==> config.mk <==
export PLATFORM = sky130hd
export DESIGN_NAME = fetch_queue_unit_flat
export DESIGN_NICKNAME = d
export VERILOG_FILES = /design/src/rtl/fetch_queue_unit_pkg.sv /design/src/rtl/fetch_queue_unit_if.sv /design/src/rtl/fetch_queue_unit_fetch_fifo.sv /design/src/rtl/fetch_queue_unit.sv /design/src/flat_wrapper.sv
export SDC_FILE = /design/constraint.sdc
export NUM_CORES = 1
export LEC_CHECK = 0
export BUFFER_PORTS_ARGS = -buffer_cell sky130_fd_sc_hd__buf_4
export CAP_MARGIN = 30
export CORE_ASPECT_RATIO = 0.75
export CORE_MARGIN = 2
export CORE_UTILIZATION = 54
export DETAILED_ROUTE_END_ITERATION = 16
export GPL_TIMING_DRIVEN = 0
export PLACE_DENSITY = 0.83
export REMOVE_ABC_BUFFERS = 1
export SYNTH_ARGS = -nofsm -noshare
export SYNTH_HDL_FRONTEND = slang
export SYNTH_HIERARCHICAL = 1
export SYNTH_SLANG_ARGS = --single-unit
==> constraint.sdc <==
create_clock -name clk -period 5.75 [get_ports clk]
set_input_delay 0.575 -clock clk [delete_from_list [all_inputs] [get_ports clk]]
set_output_delay 0.575 -clock clk [all_outputs]
set_load 0.1 [all_outputs]
==> src/rtl/fetch_queue_unit_pkg.sv <==
// rtl/fetch_queue_unit_pkg.sv - shared types and constants for the fetch queue unit
package fetch_queue_unit_pkg;

  localparam int ILEN     = 32;
  localparam int PC_INC   = 4;
  localparam int XLEN_DEF = 32;

  typedef enum logic [1:0] {
    S_IDLE,
    S_WAIT,
    S_DRAIN,
    S_HALT
  } fetch_state_e;

  typedef struct packed {
    logic [XLEN_DEF-1:0] pc;
    logic [ILEN-1:0]     instr;
  } fetch_entry_t;

  function automatic int entry_width(input int xlen);
    return xlen + ILEN;
  endfunction

endpackage

==> src/rtl/fetch_queue_unit_if.sv <==
// rtl/fetch_queue_unit_if.sv - memory, redirect and decode-side signals of the fetch queue unit
interface fetch_queue_unit_if
  import fetch_queue_unit_pkg::*;
#(
  parameter int XLEN = 32
);

  logic            imem_req;
  logic [XLEN-1:0] imem_addr;
  logic            imem_rvalid;
  logic [ILEN-1:0] imem_rdata;
  logic            redirect_valid;
  logic [XLEN-1:0] redirect_pc;
  logic            instr_valid;
  logic            instr_ready;
  logic [ILEN-1:0] instr;
  logic [XLEN-1:0] instr_pc;
  logic            fetch_fault;
  logic            halted;

  modport master (
    output imem_req, imem_addr, instr_valid, instr, instr_pc, fetch_fault, halted,
    input  imem_rvalid, imem_rdata, redirect_valid, redirect_pc, instr_ready
  );

  modport slave (
    input  imem_req, imem_addr, instr_valid, instr, instr_pc, fetch_fault, halted,
    output imem_rvalid, imem_rdata, redirect_valid, redirect_pc, instr_ready
  );

endinterface

==> src/rtl/fetch_queue_unit_fetch_fifo.sv <==
// rtl/fetch_queue_unit_fetch_fifo.sv - fetch entry FIFO with registered head and synchronous flush
module fetch_fifo #(
  parameter int DEPTH = 4,
  parameter int WIDTH = 64,
  localparam int AW = $clog2(DEPTH),
  localparam int CW = AW + 1
) (
  input  logic             clk,
  input  logic             rst,
  input  logic             push_i,
  input  logic [WIDTH-1:0] push_data_i,
  input  logic             pop_i,
  input  logic             flush_i,
  output logic [CW-1:0]    count_o,
  output logic [WIDTH-1:0] head_o,
  output logic             head_valid_o
);

  logic [WIDTH-1:0] mem_q [DEPTH];
  logic [AW-1:0]    wr_ptr_q, wr_ptr_d;
  logic [AW-1:0]    rd_ptr_q, rd_ptr_d;
  logic [CW-1:0]    count_q, count_d;
  logic [WIDTH-1:0] head_q, head_d;
  logic             head_valid_q, head_valid_d;
  logic             do_push, do_pop;

  always_comb begin
    do_push      = push_i && !flush_i && (count_q != CW'(DEPTH));
    do_pop       = pop_i && !flush_i && (count_q != '0);
    wr_ptr_d     = wr_ptr_q + AW'(do_push);
    rd_ptr_d     = rd_ptr_q + AW'(do_pop);
    count_d      = count_q + CW'(do_push) - CW'(do_pop);
    head_d       = head_q;
    head_valid_d = (count_d != '0);
    if (flush_i) begin
      wr_ptr_d     = '0;
      rd_ptr_d     = '0;
      count_d      = '0;
      head_valid_d = 1'b0;
    end else if (count_d != '0) begin
      // The entry written this cycle becomes the head when it lands on the new read pointer.
      head_d = (do_push && (wr_ptr_q == rd_ptr_d)) ? push_data_i : mem_q[rd_ptr_d];
    end
  end

  always_ff @(posedge clk or posedge rst) begin
    if (rst) begin
      wr_ptr_q     <= '0;
      rd_ptr_q     <= '0;
      count_q      <= '0;
      head_q       <= '0;
      head_valid_q <= 1'b0;
    end else begin
      wr_ptr_q     <= wr_ptr_d;
      rd_ptr_q     <= rd_ptr_d;
      count_q      <= count_d;
      head_q       <= head_d;
      head_valid_q <= head_valid_d;
    end
  end

  always_ff @(posedge clk) begin
    if (do_push) begin
      mem_q[wr_ptr_q] <= push_data_i;
    end
  end

  assign count_o      = count_q;
  assign head_o       = head_q;
  assign head_valid_o = head_valid_q;

endmodule

==> src/rtl/fetch_queue_unit.sv <==
// rtl/fetch_queue_unit.sv - PC owner, single-outstanding imem requester and decode-side fetch queue
module fetch_queue_unit
  import fetch_queue_unit_pkg::*;
#(
  parameter int              XLEN     = 32,
  parameter int              DEPTH    = 4,
  parameter logic [XLEN-1:0] RESET_PC = '0
) (
  input logic                 clk,
  input logic                 rst,
  fetch_queue_unit_if.master  bus
);

  localparam int EW = entry_width(XLEN);
  localparam int CW = $clog2(DEPTH) + 1;

  fetch_state_e    state_q, state_d;
  logic [XLEN-1:0] pc_q, pc_d;
  logic [XLEN-1:0] req_pc_q, req_pc_d;
  logic            halt_pend_q, halt_pend_d;
  logic            fault_q, fault_d;

  logic [CW-1:0]   count;
  logic [EW-1:0]   head;
  logic            head_valid;
  logic            redirect, misaligned, outstanding;
  logic            issue, push, pop;

  always_comb begin
    redirect    = bus.redirect_valid;
    misaligned  = redirect && (bus.redirect_pc[1:0] != 2'b00);
    outstanding = ((state_q == S_WAIT) || (state_q == S_DRAIN)) && !bus.imem_rvalid;
    // One slot is kept free for the response before a request goes out.
    issue       = !rst && (state_q == S_IDLE) && !redirect && (count < CW'(DEPTH));
    push        = (state_q == S_WAIT) && bus.imem_rvalid && !redirect;
    pop         = head_valid && bus.instr_ready && !redirect;
  end

  always_ff @(posedge clk or posedge rst) begin
    if (rst) begin
      state_q     <= S_IDLE;
      pc_q        <= RESET_PC;
      req_pc_q    <= RESET_PC;
      halt_pend_q <= 1'b0;
      fault_q     <= 1'b0;
    end else begin
      state_q     <= state_d;
      pc_q        <= pc_d;
      req_pc_q    <= req_pc_d;
      halt_pend_q <= halt_pend_d;
      fault_q     <= fault_d;
    end
  end

  always_comb begin
    state_d     = state_q;
    halt_pend_d = halt_pend_q;
    if (redirect) begin
      // A response still in flight must be swallowed in DRAIN before halting or refetching.
      halt_pend_d = misaligned && outstanding;
      if (outstanding) begin
        state_d = S_DRAIN;
      end else begin
        state_d = misaligned ? S_HALT : S_IDLE;
      end
    end else begin
      case (state_q)
        S_IDLE:  if (issue) state_d = S_WAIT;
        S_WAIT:  if (bus.imem_rvalid) state_d = S_IDLE;
        S_DRAIN: if (bus.imem_rvalid) begin
                   state_d     = halt_pend_q ? S_HALT : S_IDLE;
                   halt_pend_d = 1'b0;
                 end
        S_HALT:  state_d = S_HALT;
        default: state_d = S_IDLE;
      endcase
    end
  end

  always_comb begin
    pc_d     = pc_q;
    req_pc_d = req_pc_q;
    fault_d  = misaligned;
    if (redirect) begin
      pc_d = bus.redirect_pc;
    end else if (issue) begin
      pc_d     = pc_q + XLEN'(PC_INC);
      req_pc_d = pc_q;
    end
  end

  always_comb begin
    bus.imem_req    = issue;
    bus.imem_addr   = pc_q;
    bus.instr_valid = head_valid;
    bus.instr       = head[ILEN-1:0];
    bus.instr_pc    = head[EW-1:ILEN];
    bus.fetch_fault = fault_q;
    bus.halted      = (state_q == S_HALT);
  end

  fetch_fifo #(
    .DEPTH (DEPTH),
    .WIDTH (EW)
  ) u_fifo (
    .clk          (clk),
    .rst          (rst),
    .push_i       (push),
    .push_data_i  ({req_pc_q, bus.imem_rdata}),
    .pop_i        (pop),
    .flush_i      (redirect),
    .count_o      (count),
    .head_o       (head),
    .head_valid_o (head_valid)
  );

endmodule

==> src/flat_wrapper.sv <==
// flat-port wrapper written by rule: the top's interface ports become plain ports
module fetch_queue_unit_flat import fetch_queue_unit_pkg::*;
#(
  parameter int              XLEN     = 32,
  parameter int              DEPTH    = 4,
  parameter logic [XLEN-1:0] RESET_PC = '0
)
  (clk, rst, bus_imem_req, bus_imem_addr, bus_instr_valid, bus_instr, bus_instr_pc, bus_fetch_fault, bus_halted, bus_imem_rvalid, bus_imem_rdata, bus_redirect_valid, bus_redirect_pc, bus_instr_ready);
  fetch_queue_unit_if #(.XLEN(XLEN)) bus_i ();
  input logic clk;
  input logic rst;
  output wire logic [$bits(bus_i.imem_req)-1:0] bus_imem_req;
  output wire logic [$bits(bus_i.imem_addr)-1:0] bus_imem_addr;
  output wire logic [$bits(bus_i.instr_valid)-1:0] bus_instr_valid;
  output wire logic [$bits(bus_i.instr)-1:0] bus_instr;
  output wire logic [$bits(bus_i.instr_pc)-1:0] bus_instr_pc;
  output wire logic [$bits(bus_i.fetch_fault)-1:0] bus_fetch_fault;
  output wire logic [$bits(bus_i.halted)-1:0] bus_halted;
  input wire logic [$bits(bus_i.imem_rvalid)-1:0] bus_imem_rvalid;
  input wire logic [$bits(bus_i.imem_rdata)-1:0] bus_imem_rdata;
  input wire logic [$bits(bus_i.redirect_valid)-1:0] bus_redirect_valid;
  input wire logic [$bits(bus_i.redirect_pc)-1:0] bus_redirect_pc;
  input wire logic [$bits(bus_i.instr_ready)-1:0] bus_instr_ready;
  assign bus_imem_req = bus_i.imem_req;
  assign bus_imem_addr = bus_i.imem_addr;
  assign bus_instr_valid = bus_i.instr_valid;
  assign bus_instr = bus_i.instr;
  assign bus_instr_pc = bus_i.instr_pc;
  assign bus_fetch_fault = bus_i.fetch_fault;
  assign bus_halted = bus_i.halted;
  assign bus_i.imem_rvalid = bus_imem_rvalid;
  assign bus_i.imem_rdata = bus_imem_rdata;
  assign bus_i.redirect_valid = bus_redirect_valid;
  assign bus_i.redirect_pc = bus_redirect_pc;
  assign bus_i.instr_ready = bus_instr_ready;
  fetch_queue_unit #(.XLEN(XLEN), .DEPTH(DEPTH), .RESET_PC(RESET_PC)) u_core (.clk(clk), .rst(rst), .bus(bus_i));
endmodule
[Yosys cells after proc, flatten, opt, wreduce, memory -nomap -nowiden]
Memories as Yosys holds them, arrays and structs flattened. A register that Yosys moved wholly into a read port is not among the register bits.
Cells that the tools add are included.
Storage, ports and cells
  RAM bits: 256
  flip-flop bits (word level): 76
  input port bits: 69
  memories kept: 1
  word-level logic and storage cells: 72
  output and inout bits: 100
Cells by class
  reduce and logical (&&, ||, !) cells: 29
  add/subtract/negate cells: 5
  $lt $le $gt $ge: 1
  multiplexer cells: 19
  eq/ne operators: 7
  bitwise gates (word level): 1
Memory list
  u_core.u_fifo.mem_q: depth 4, bits a word 64, read ports 1, clocked after memory_dff 1, write ports 1, line fetch_queue_unit_fetch_fifo.sv:19  | logic [WIDTH-1:0] mem_q [DEPTH];
Operators by type and width (number)
  $mux 32: 2
  $add 32x3->32 const B: 1
  $mux 2: 9
  $logic_and 1x1->1: 14
  $ne 3x3->1 const B: 4
  $pmux 2 s4: 1
  $reduce_bool 2->1: 4
  $mux 1: 6
  $reduce_and 2->1: 3
  $reduce_bool 3->1: 2
  $add 2x1->2: 2
  $eq 2x2->1 const B: 2
  $add 3x1->3: 1
  $logic_not 1->1: 3
  $lt 3x3->1 const B: 1
  $mux 3: 1
  $reduce_and 3->1: 1
  $sub 3x1->3: 1
  $eq 2x1->1 const B: 1
  $logic_not 2->1: 1
  $logic_or 1x1->1: 1
  $not 1->1: 1

[Logic depth before layout (Yosys ltp)]
Gate-level depths: netlist (run 1).
  depth in word-level cells: 9
  gate-level depth with buffers: 18
  gate-level depth less buffers: 14

[Modules after synthesis]
Netlist (run 1), hierarchy kept.
By module, submodules not included
  fetch_fifo: instances 1, seq. area each 9489.1 sq um, area an instance 16530.9 sq um, cells each 1493
  fetch_queue_unit: instances 1, seq. area each 1701.6 sq um, area an instance 3330.7 sq um, cells each 304

[Worst setup path after synthesis (run 1)]
No wires, ideal clock.
  path type: input-to-reg
  start point: in bus_redirect_valid
  end point: mem u_core.u_fifo.mem_q[1][0] (enable)
  path buffers: 2
  path slack: -1.133 ns
  required time: 5.172 ns
  setup time: 0.578 ns
  cell stages on the path: 6
  arrival: 6.305 ns
  cell sequence: clkbuf_1 > inv_1 > clkbuf_1 > and3_1 > nand3b_2 > nor3b_1
On the way
  word-level cells in the longest chain between the ends: 6
Ends and longest elaborated chain
  start: declaration: line flat_wrapper.sv:21  | input wire logic [$bits(bus_i.redirect_valid)-1:0] bus_redirect_valid;
  $logic_not 1->1: line fetch_queue_unit.sv:35  | push = (state_q == S_WAIT) && bus.imem_rvalid && !redirect;
  $logic_and 1x1->1: line fetch_queue_unit.sv:35
  named net u_core.push: line fetch_queue_unit.sv:27  | logic issue, push, pop;
  $logic_and 1x1->1 (2 in series): line fetch_queue_unit_fetch_fifo.sv:28  | do_push = push_i && !flush_i && (count_q != CW'(DEPTH));
  $mux 1: line fetch_queue_unit_fetch_fifo.sv:63  | if (do_push) begin
  $mux 1 (implied by the code): line fetch_queue_unit_fetch_fifo.sv:64  | mem_q[wr_ptr_q] <= push_data_i;
  end: declaration: line fetch_queue_unit_fetch_fifo.sv:19
The timed path passes the listed nets, and every way through them passes these cells.

[Worst setup path in the final report (run 1)]
  start point: in bus_redirect_valid
  end point: reg u_core.u_fifo.head_q[54], in the netlist u_core/u_fifo/head_o[54] (read register of u_core.u_fifo.mem_q)
On the way
  elaborated cells on any way between the ends: 13
  those cells by class: add/sub (3); bitwise (1); reduce/logical (9)
RTL lines
  $logic_not 1->1 (*): line fetch_queue_unit.sv:36  | pop = head_valid && bus.instr_ready && !redirect;
  $logic_and 1x1->1 (*): line fetch_queue_unit.sv:36
  named net u_core.pop: line fetch_queue_unit.sv:27
  $logic_and 1x1->1 (*) (2 in series): line fetch_queue_unit_fetch_fifo.sv:29  | do_pop = pop_i && !flush_i && (count_q != '0);
  $sub 3x1->3: line fetch_queue_unit_fetch_fifo.sv:32  | count_d = count_q + CW'(do_push) - CW'(do_pop);
  $reduce_bool 3->1: line fetch_queue_unit_fetch_fifo.sv:40  | end else if (count_d != '0) begin
  $reduce_and 2->1 (no source line)
  end: declaration: line fetch_queue_unit_fetch_fifo.sv:23  | logic [WIDTH-1:0] head_q, head_d;
The timed path passes the listed nets; every way through them passes the cells marked *.
A chain may end at the register's enable or synchronous reset.

==> metrics.md, run 1 <==
| Metric | Value |
|---|---|
| GRT overflow | `0` |
| CP top delay family | `buffers and inverters` |
| Share of Yosys cell area claimed by the top area cell type | `approximately two fifths` |
| CP max stage delay | `0.75 ns` |
| Fin crit period | `approximately 5.5 ns` |
| Routed WL per cell | `24.0 um` |
| Post-CTS sizing | `0` |
| Top post-synthesis cells by area | `edfxtp_1 39%, dfrtp_1 18%, nor2_1 5.1%, o21a_1 4.8%, a2111o_1 3.6%` |
| Global-route wire length before repair | `approximately 88000 um` |
| Critical path buffers and inverters | `5` |
| Die X | `225 um` |
| Clock slew at reported path FFs | `0.06 ns` |
| Tot GR Track Use | `between 20 and 30%` |
| Die Y | `around 170 um` |
| Tightest Pin Transition | `1.03 ns` |
| Largest net degree at the start of global routing | `89` |
| Lkg Pwr | `8.40 nW` |
| Syn Area/Cell | `11.1 um^2` |
| Starting Density | `a little under three fifths` |
| Final setup violation count | `0` |
| Root buf cell | `clkbuf_16` |
| Worst Setup SP | `bus_redirect_valid` |
| Register area share after synthesis | `56.3%` |
| Fraction of layout cells with a size suffix above 1 | `between 10% and 20%` |
| Synth warn | `6` |
| Crit Reg-Reg Endpoint | `u_core/u_fifo/head_o[54]` |
| Max Freq | `182 MHz` |
| Initial DRC Count | `approximately 2.0k` |
| Total CTS buffers | `39` |
| Layout Skew | `0.0194 ns` |
| Routed WL | `between 50000 and 60000 um` |
| Post-CTS Setup Bufs | `0` |
| TritonRoute pass-1 iters | `6` |
| Cts hold-fix bufs | `0` |
| Via count | `16.0k` |
| Crit start category | `input pin` |
| Post-synth top area cell | `edfxtp_1` |
| Hold WS | `0.165 ns` |
| Synthesis-to-finish area growth | `15.8%` |
| Residual DRC | `0` |
| Max clock buf depth | `3` |
| Number of enable flip-flop cells after synthesis | `256` |
| TritonCTS clock tree | `built` |
| DP HPWL | `32900 um` |
| Total core area | `36000 um^2` |
| Final hold violations | `0` |
| Worst path arrival time | `approximately 6.0 ns` |
| Crit Path Class | `in2reg` |
| Antenna Violating Nets Remaining | `0` |
| Fin crit share | `95.3%` |
| # port buffers | `between 150 and 200` |
| Synth cell types | `60` |
| Hold crit path type | `in2async` |
| Cell row count | `60` |
| I/O Pins | `169` |
| Worst setup EP type | `register` |
| Routability Congestion | `0.896` |
| Maximum vdd drop | `312 uV` |
| Predominant post-synthesis flop cell | `edfxtp_1` |
| Crit-path cells | `buf_4 -> inv_1 -> and3_1 -> and2b_1 -> nand2_4 -> buf_16 -> a21oi_1 -> fa_1 -> xnor3_1 -> a31o_4 -> buf_12 -> inv_4 -> a41oi_1 -> o21ai_1` |
| Slew Limit Headroom | `31.3%` |
| Slew Limit Fails | `0` |
| R2R Path Start | `u_core/u_fifo/head_valid_o` |
| Critical path peak fanout | `67` |
| Final core utilization | `63.8%` |
| Vias in the first global route | `15.7k` |
| RSZ-0062 raised after global routing | `no` |
| Mapped Cells | `1797` |
| Max_cap viols | `0` |
| Synthesized area | `between 15000 and 20000 um^2` |
| Clock Latency Late Sink | `0.54 ns` |
| Antenna diodes | `0` |
| Vias per inst | `6.75` |
| FF+latch count, synth | `396` |
| Final #Nets | `1952` |
| Async SR Flop Fraction | `35.4%` |
| R2R depth | `12` |
| Required @ worst endpoint | `6.21 ns` |
| R2r setup slk | `1.00 ns` |
| Outcome | `complete, no violations` |
| CTS Sinks | `396` |
| Initial antenna violation count | `0` |
| Slowest CP cell | `inv_4` |
| Die area | `roughly 38000 um^2` |
| H-Tree Depth | `2` |
| Pwr Density | `440 nW/um^2` |
==> placed cells by master, fill, tap and decap left out, drive strengths merged, types with 9 or more instances in the layout <==
cell type,Yosys,layout
o31ai,63,63
or4,67,67
buf,87,207
and3,9,9
nor2,272,272
a21oi,10,10
nand2,43,43
mux2,39,39
inv,17,17
or3,65,65
nand4,14,14
nand3,10,10
dfrtp,140,140
nor3,139,139
a2111o,64,64
xnor2,16,16
edfxtp,256,256
clkbuf,83,60
xor2,11,11
and2,64,64
a41oi,63,63
o21a,128,128
o21ai,87,87
==> power breakdown <==
group / switching, mW / internal, mW / total [mW] / leakage [nW]
sequential: 0.425 / 3.58 / 4.01 / 4.05
clock: 1.07 / 1.51 / 2.58 / 0.628
combinational: 2.65 / 0.877 / 3.53 / 3.72
==> layout make-up <==
| type | instances | area [um^2] |
|---|---|---|
| Clock buffer | 60 | 1150 |
| Fill cell | 2656 | 13000 |
| Clock inverter | 11 | 136 |
| Multi-Input combinational cell | 1214 | 7880 |
| Timing Repair Buffer | 207 | 1990 |
| Tap cell | 465 | 582 |
| Inverter | 17 | 71.3 |
| Sequential cell | 396 | 11200 |
==> cell usage after synthesis, types with 4 or more instances <==
cell        n
a2111o_1   64
a21oi_1    10
a41oi_1    63
and2_0     56
and2_1      8
and3_1      9
buf_1       4
buf_2      63
buf_4      11
buf_6       9
clkbuf_1   83
dfrtp_1   140
edfxtp_1  256
ha_1        7
inv_1      16
mux2_2     39
nand2_1    43
nand3_1    10
nand4_1    14
nor2_1    270
nor3_1    138
o21a_1    128
o21ai_0    23
o21ai_1    64
o311ai_0    5
o31ai_1    63
or3_1      64
or4_1      67
xnor2_1    16
xor2_1     11
==> registers in the layout, indices dropped and copies added (netlist names) <==
name	count
u_core/u_fifo/head_o	64
u_core/bus.imem_addr	32
u_core/u_fifo/head_valid_o	1
u_core/state_q	2
u_core/u_fifo/rd_ptr_q	2
u_core/bus.fetch_fault	1
u_core/u_fifo/mem_q	256
u_core/u_fifo/wr_ptr_q	2
u_core/halt_pend_q	1
u_core/u_fifo/count_o	3
u_core/req_pc_q	32
==> worst max path at each step <==
| stage | to | slack, ns | cells after the start |
|---|---|---|---|
| floorplan | u_core/u_fifo/head_o[0] | -1.95 | 6 |
| global placement | u_core/u_fifo/head_o[37] | -8.51 | 12 |
| detailed placement | u_core/u_fifo/head_o[43] | -0.19 | 14 |
| CTS | u_core/u_fifo/head_o[35] | 0.39 | 14 |
| global route | u_core/u_fifo/head_o[33] | 0.03 | 14 |
| finish | u_core/u_fifo/head_o[54] | 0.27 | 14 |
==> per-stage QoR <==
step / power (mW) / setup TNS (ns) / setup slack (ns) / cell area [um^2] / cells
2_1_floorplan: 6.59 / -193.40 / -1.95 / 19000 / 1627
3_3_place_gp: 7.48 / -1350.14 / -8.51 / 20900 / 2260
3_5_place_dp: 7.56 / -8.52 / -0.186 / 21700 / 2298
4_1_cts: 10.1 / 0 / 0.386 / 23000 / 2369
5_1_grt: 10.5 / 0 / 0.0337 / 23000 / 2370
6_report: 10.1 / 0 / 0.270 / 23000 / 2370
==> layer usage <==
layer / part of all wire [%] / vias to the layer above / track usage, % / wire length (um)
met3: 11 / 156 / 6.27 / 6510
met4: 2.8 / 0 / 11.2 / 1610
met2: 46 / 1138 / 47.2 / 26400
met1: 39 / 7742 / 39.9 / 22400
met5: 0 / - / 0 / 0
li1: - / 6959 / - / -
==> cell families (layout without fill, tap and decap cells) <==
logic type               Yosys count  in the layout  synth area share, %
AND/OR/NAND/NOR                  705            705                 18.1
AO/OA/AOI/OAI                    432            432                 16.8
flip-flops                       396            396                 56.3
buffers and inverters            187            295                 4.48
multiplexers                      40             40                 2.32
XOR/XNOR                          29             29                 1.42
adder cells (fa/ha/maj)            8              8                0.542
Power figures use the tool's default switching activity.
==> inputs of run 2 (changes only) <==
--- a/config.mk
+++ b/config.mk
@@ -9,11 +9,12 @@
 export CAP_MARGIN = 30
 export CORE_ASPECT_RATIO = 0.75
 export CORE_MARGIN = 2
-export CORE_UTILIZATION = 54
+export CORE_UTILIZATION = 65
 export DETAILED_ROUTE_END_ITERATION = 16
 export GPL_TIMING_DRIVEN = 0
-export PLACE_DENSITY = 0.83
+export PLACE_DENSITY = 0.93
 export REMOVE_ABC_BUFFERS = 1
+export SLEW_MARGIN = 40
 export SYNTH_ARGS = -nofsm -noshare
 export SYNTH_HDL_FRONTEND = slang
 export SYNTH_HIERARCHICAL = 1
==> constraint.sdc (replaced) <==
create_clock -name clk -period 6.7 [get_ports clk]
set_input_delay 0.67 -clock clk [delete_from_list [all_inputs] [get_ports clk]]
set_output_delay 0.67 -clock clk [all_outputs]
set_load 0.1 [all_outputs]
==> metrics.md, run 2 (synthesis results as in run 1) <==
| Metric | Value |
|---|---|
| Outcome | `complete, no violations` |
| Synthesis-to-finish area growth | `17.7%` |
| Biggest register | `u_core/u_fifo/mem_q` |
| TritonCTS clock tree | `built` |
| Crit-path cells | `buf_4 -> inv_1 -> and3_1 -> and2b_1 -> nand2_4 -> buf_12 -> a21oi_1 -> fa_1 -> xnor3_1 -> a31o_4 -> buf_12 -> buf_12 -> inv_6 -> buf_12 -> a41oi_1 -> o21ai_1` |
| DP HPWL | `36200 um` |
| Initial antenna violation count | `0` |
| Leading cell type in the layout, fill and taps excluded | `nor2_1` |
| Via count | `16.7k` |
| Crit Reg-Reg Endpoint | `u_core/u_fifo/head_o[60]` |
| Global-route wire length before repair | `92200 um` |
| Critical path peak fanout | `67` |
| Non-Filler Instances | `2343` |
| Antenna Violating Nets Remaining | `0` |
| Total CTS buffers | `40` |
| Die Y | `155 um` |
| Hold crit path type | `in2async` |
| Design area | `23400 um^2` |
| Total core area | `about 30000 um^2` |
| Crit start category | `input pin` |
| Slew Limit Headroom | `51.8%` |
| Crit Path Class | `in2reg` |
| R2R depth | `13` |
| Most used cell, CP | `buf_12` |
| Fraction of layout cells with a size suffix above 1 | `about a fifth` |
| Cell row count | `55` |
| Routed WL per cell | `between 20 and 30 um` |
| Largest net degree at the start of global routing | `68` |
| Slowest CP cell | `buf_4` |
| Placed Area | `22100 um^2` |
| Routed WL | `59300 um` |
| Clock slew at reported path FFs | `0.07 ns` |
| H-Tree Depth | `2` |
| I/O Pins | `169` |
| Routability Congestion | `between 0.9 and 1` |
| CP max stage delay | `0.55 ns` |
| Slew Limit Fails | `0` |
| Lkg Pwr | `~8.7 nW` |
| Max_cap viols | `0` |
| Post-CTS sizing | `0` |
| Die X | `206 um` |
| Inst Count DP | `2269` |
| Pwr Density | `373 nW/um^2` |
| Cts hold-fix bufs | `0` |
| RSZ-0062 raised after global routing | `no` |
| Fin crit share | `72.8%` |
| Final hold violations | `0` |
| Antenna diodes | `0` |
| Fin crit period | `4.88 ns` |
| Worst path arrival time | `5.29 ns` |
| Vias in the first global route | `16.9k` |
| Layout Skew | `0.0169 ns` |
| Die area | `between 30000 and 40000 um^2` |
| Vias per inst | `7.12` |
| R2r setup slk | `2.64 ns` |
| Maximum vdd drop | `414 uV` |
| Commonest non-fill, non-tap cells in the layout | `269 x nor2_1, 256 x edfxtp_1, 179 x buf_4, 140 x dfrtp_1, 137 x nor3_1` |
| Clock Latency Late Sink | `0.54 ns` |
| Tot GR Track Use | `between 30% and 40%` |
| Residual DRC | `0` |
| Required @ worst endpoint | `7.11 ns` |
| Initial DRC Count | `about 2k` |
| GRT overflow | `0` |
| Worst setup EP type | `register` |
| R2R Path Start | `u_core/u_fifo/count_o[2]` |
| CTS Sinks | `slightly below 400` |
| Worst Setup SP | `bus_redirect_valid` |
| Final setup violation count | `0` |
| Final #Nets | `~2k` |
| Max reg flops | `around 260` |
| Post-CTS Setup Bufs | `0` |
| Starting Density | `around 66%` |
| Tightest Pin Transition | `0.722 ns` |
| Root buf cell | `clkbuf_16` |
| # port buffers | `168` |
| TritonRoute pass-1 iters | `7` |
| Max clock buf depth | `3` |
| Max Freq | `205 MHz` |
==> run 2: cell types whose count changed in the layout (fill, tap and decap cells not counted), moves of 2 or more <==
cell        change
buf_2          +10
buf_6           -5
clkinv_2        +3
buf_12         +12
buf_8           +8
buf_4          +10
clkbuf_1        -5
inv_4           -2
clkinvlp_4      +3
clkinv_1        +2
inv_6           +3
==> run 2: worst max path at each step <==
stage	end	slack, ns	depth (start not counted)
after global placement	u_core/u_fifo/head_o[62]	-7.26	12
after CTS	u_core/u_fifo/head_o[51]	1.93	16
final	u_core/u_fifo/head_o[60]	1.82	16
after global routing	u_core/u_fifo/head_o[62]	1.59	16
after detailed placement	u_core/u_fifo/head_o[50]	1.41	16
after floorplan	u_core/u_fifo/head_o[0]	-1.00	6
==> run 2: report_power, final <==
part / internal (mW) / total [mW] / leakage (nW) / switching, mW
logic: 0.765 / 3.06 / 3.99 / 2.30
clock network: 1.26 / 2.21 / 0.628 / 0.948
registers: 3.07 / 3.44 / 4.05 / 0.366
==> run 2: layer usage <==
metal / track usage, % / up-vias / share of wire (%)
met5: 0 / - / 0
met2: 59.5 / 1373 / 47
li1: - / 7030 / -
met3: 7.81 / 279 / 12
met4: 18.5 / 0 / 4.4
met1: 48.6 / 8006 / 36
==> run 2: worst max-delay path, delay by kind of cell <==
family | cells | cell delay, ns
fa+ha+maj | 1 | 0.42
buf+inv | 7 | 2.23
compound gates | 4 | 0.73
simple gates | 3 | 0.88
xor+xnor | 1 | 0.27
==> run 2: through the flow <==
stage / setup WS, ns / utilization, % / setup TNS (ns) / total power [mW] / hold slack (ns)
after detailed placement: 1.41 / 73.3 / 0 / 6.50 / 0.524
after global routing: 1.59 / 77.6 / 0 / 8.97 / 0.0781
after CTS: 1.93 / 77.6 / 0 / 8.70 / 0.0752
after floorplan: -1.00 / - / -64.79 / 5.66 / 0.492
after global placement: -7.26 / 69.0 / -1052.96 / 6.39 / 0.520
final: 1.82 / 77.6 / 0 / 8.72 / 0.0747
==> run 2: final cells by class <==
cell class | instances | area [um^2]
fillers | 1696 | 6760
multi-input cells | 1214 | 7880
inverters | 17 | 78.8
flip-flops and latches | 396 | 11200
well taps | 399 | 499
clock inverters | 19 | 160
clock buffers | 55 | 1130
repair buffers | 243 | 2440
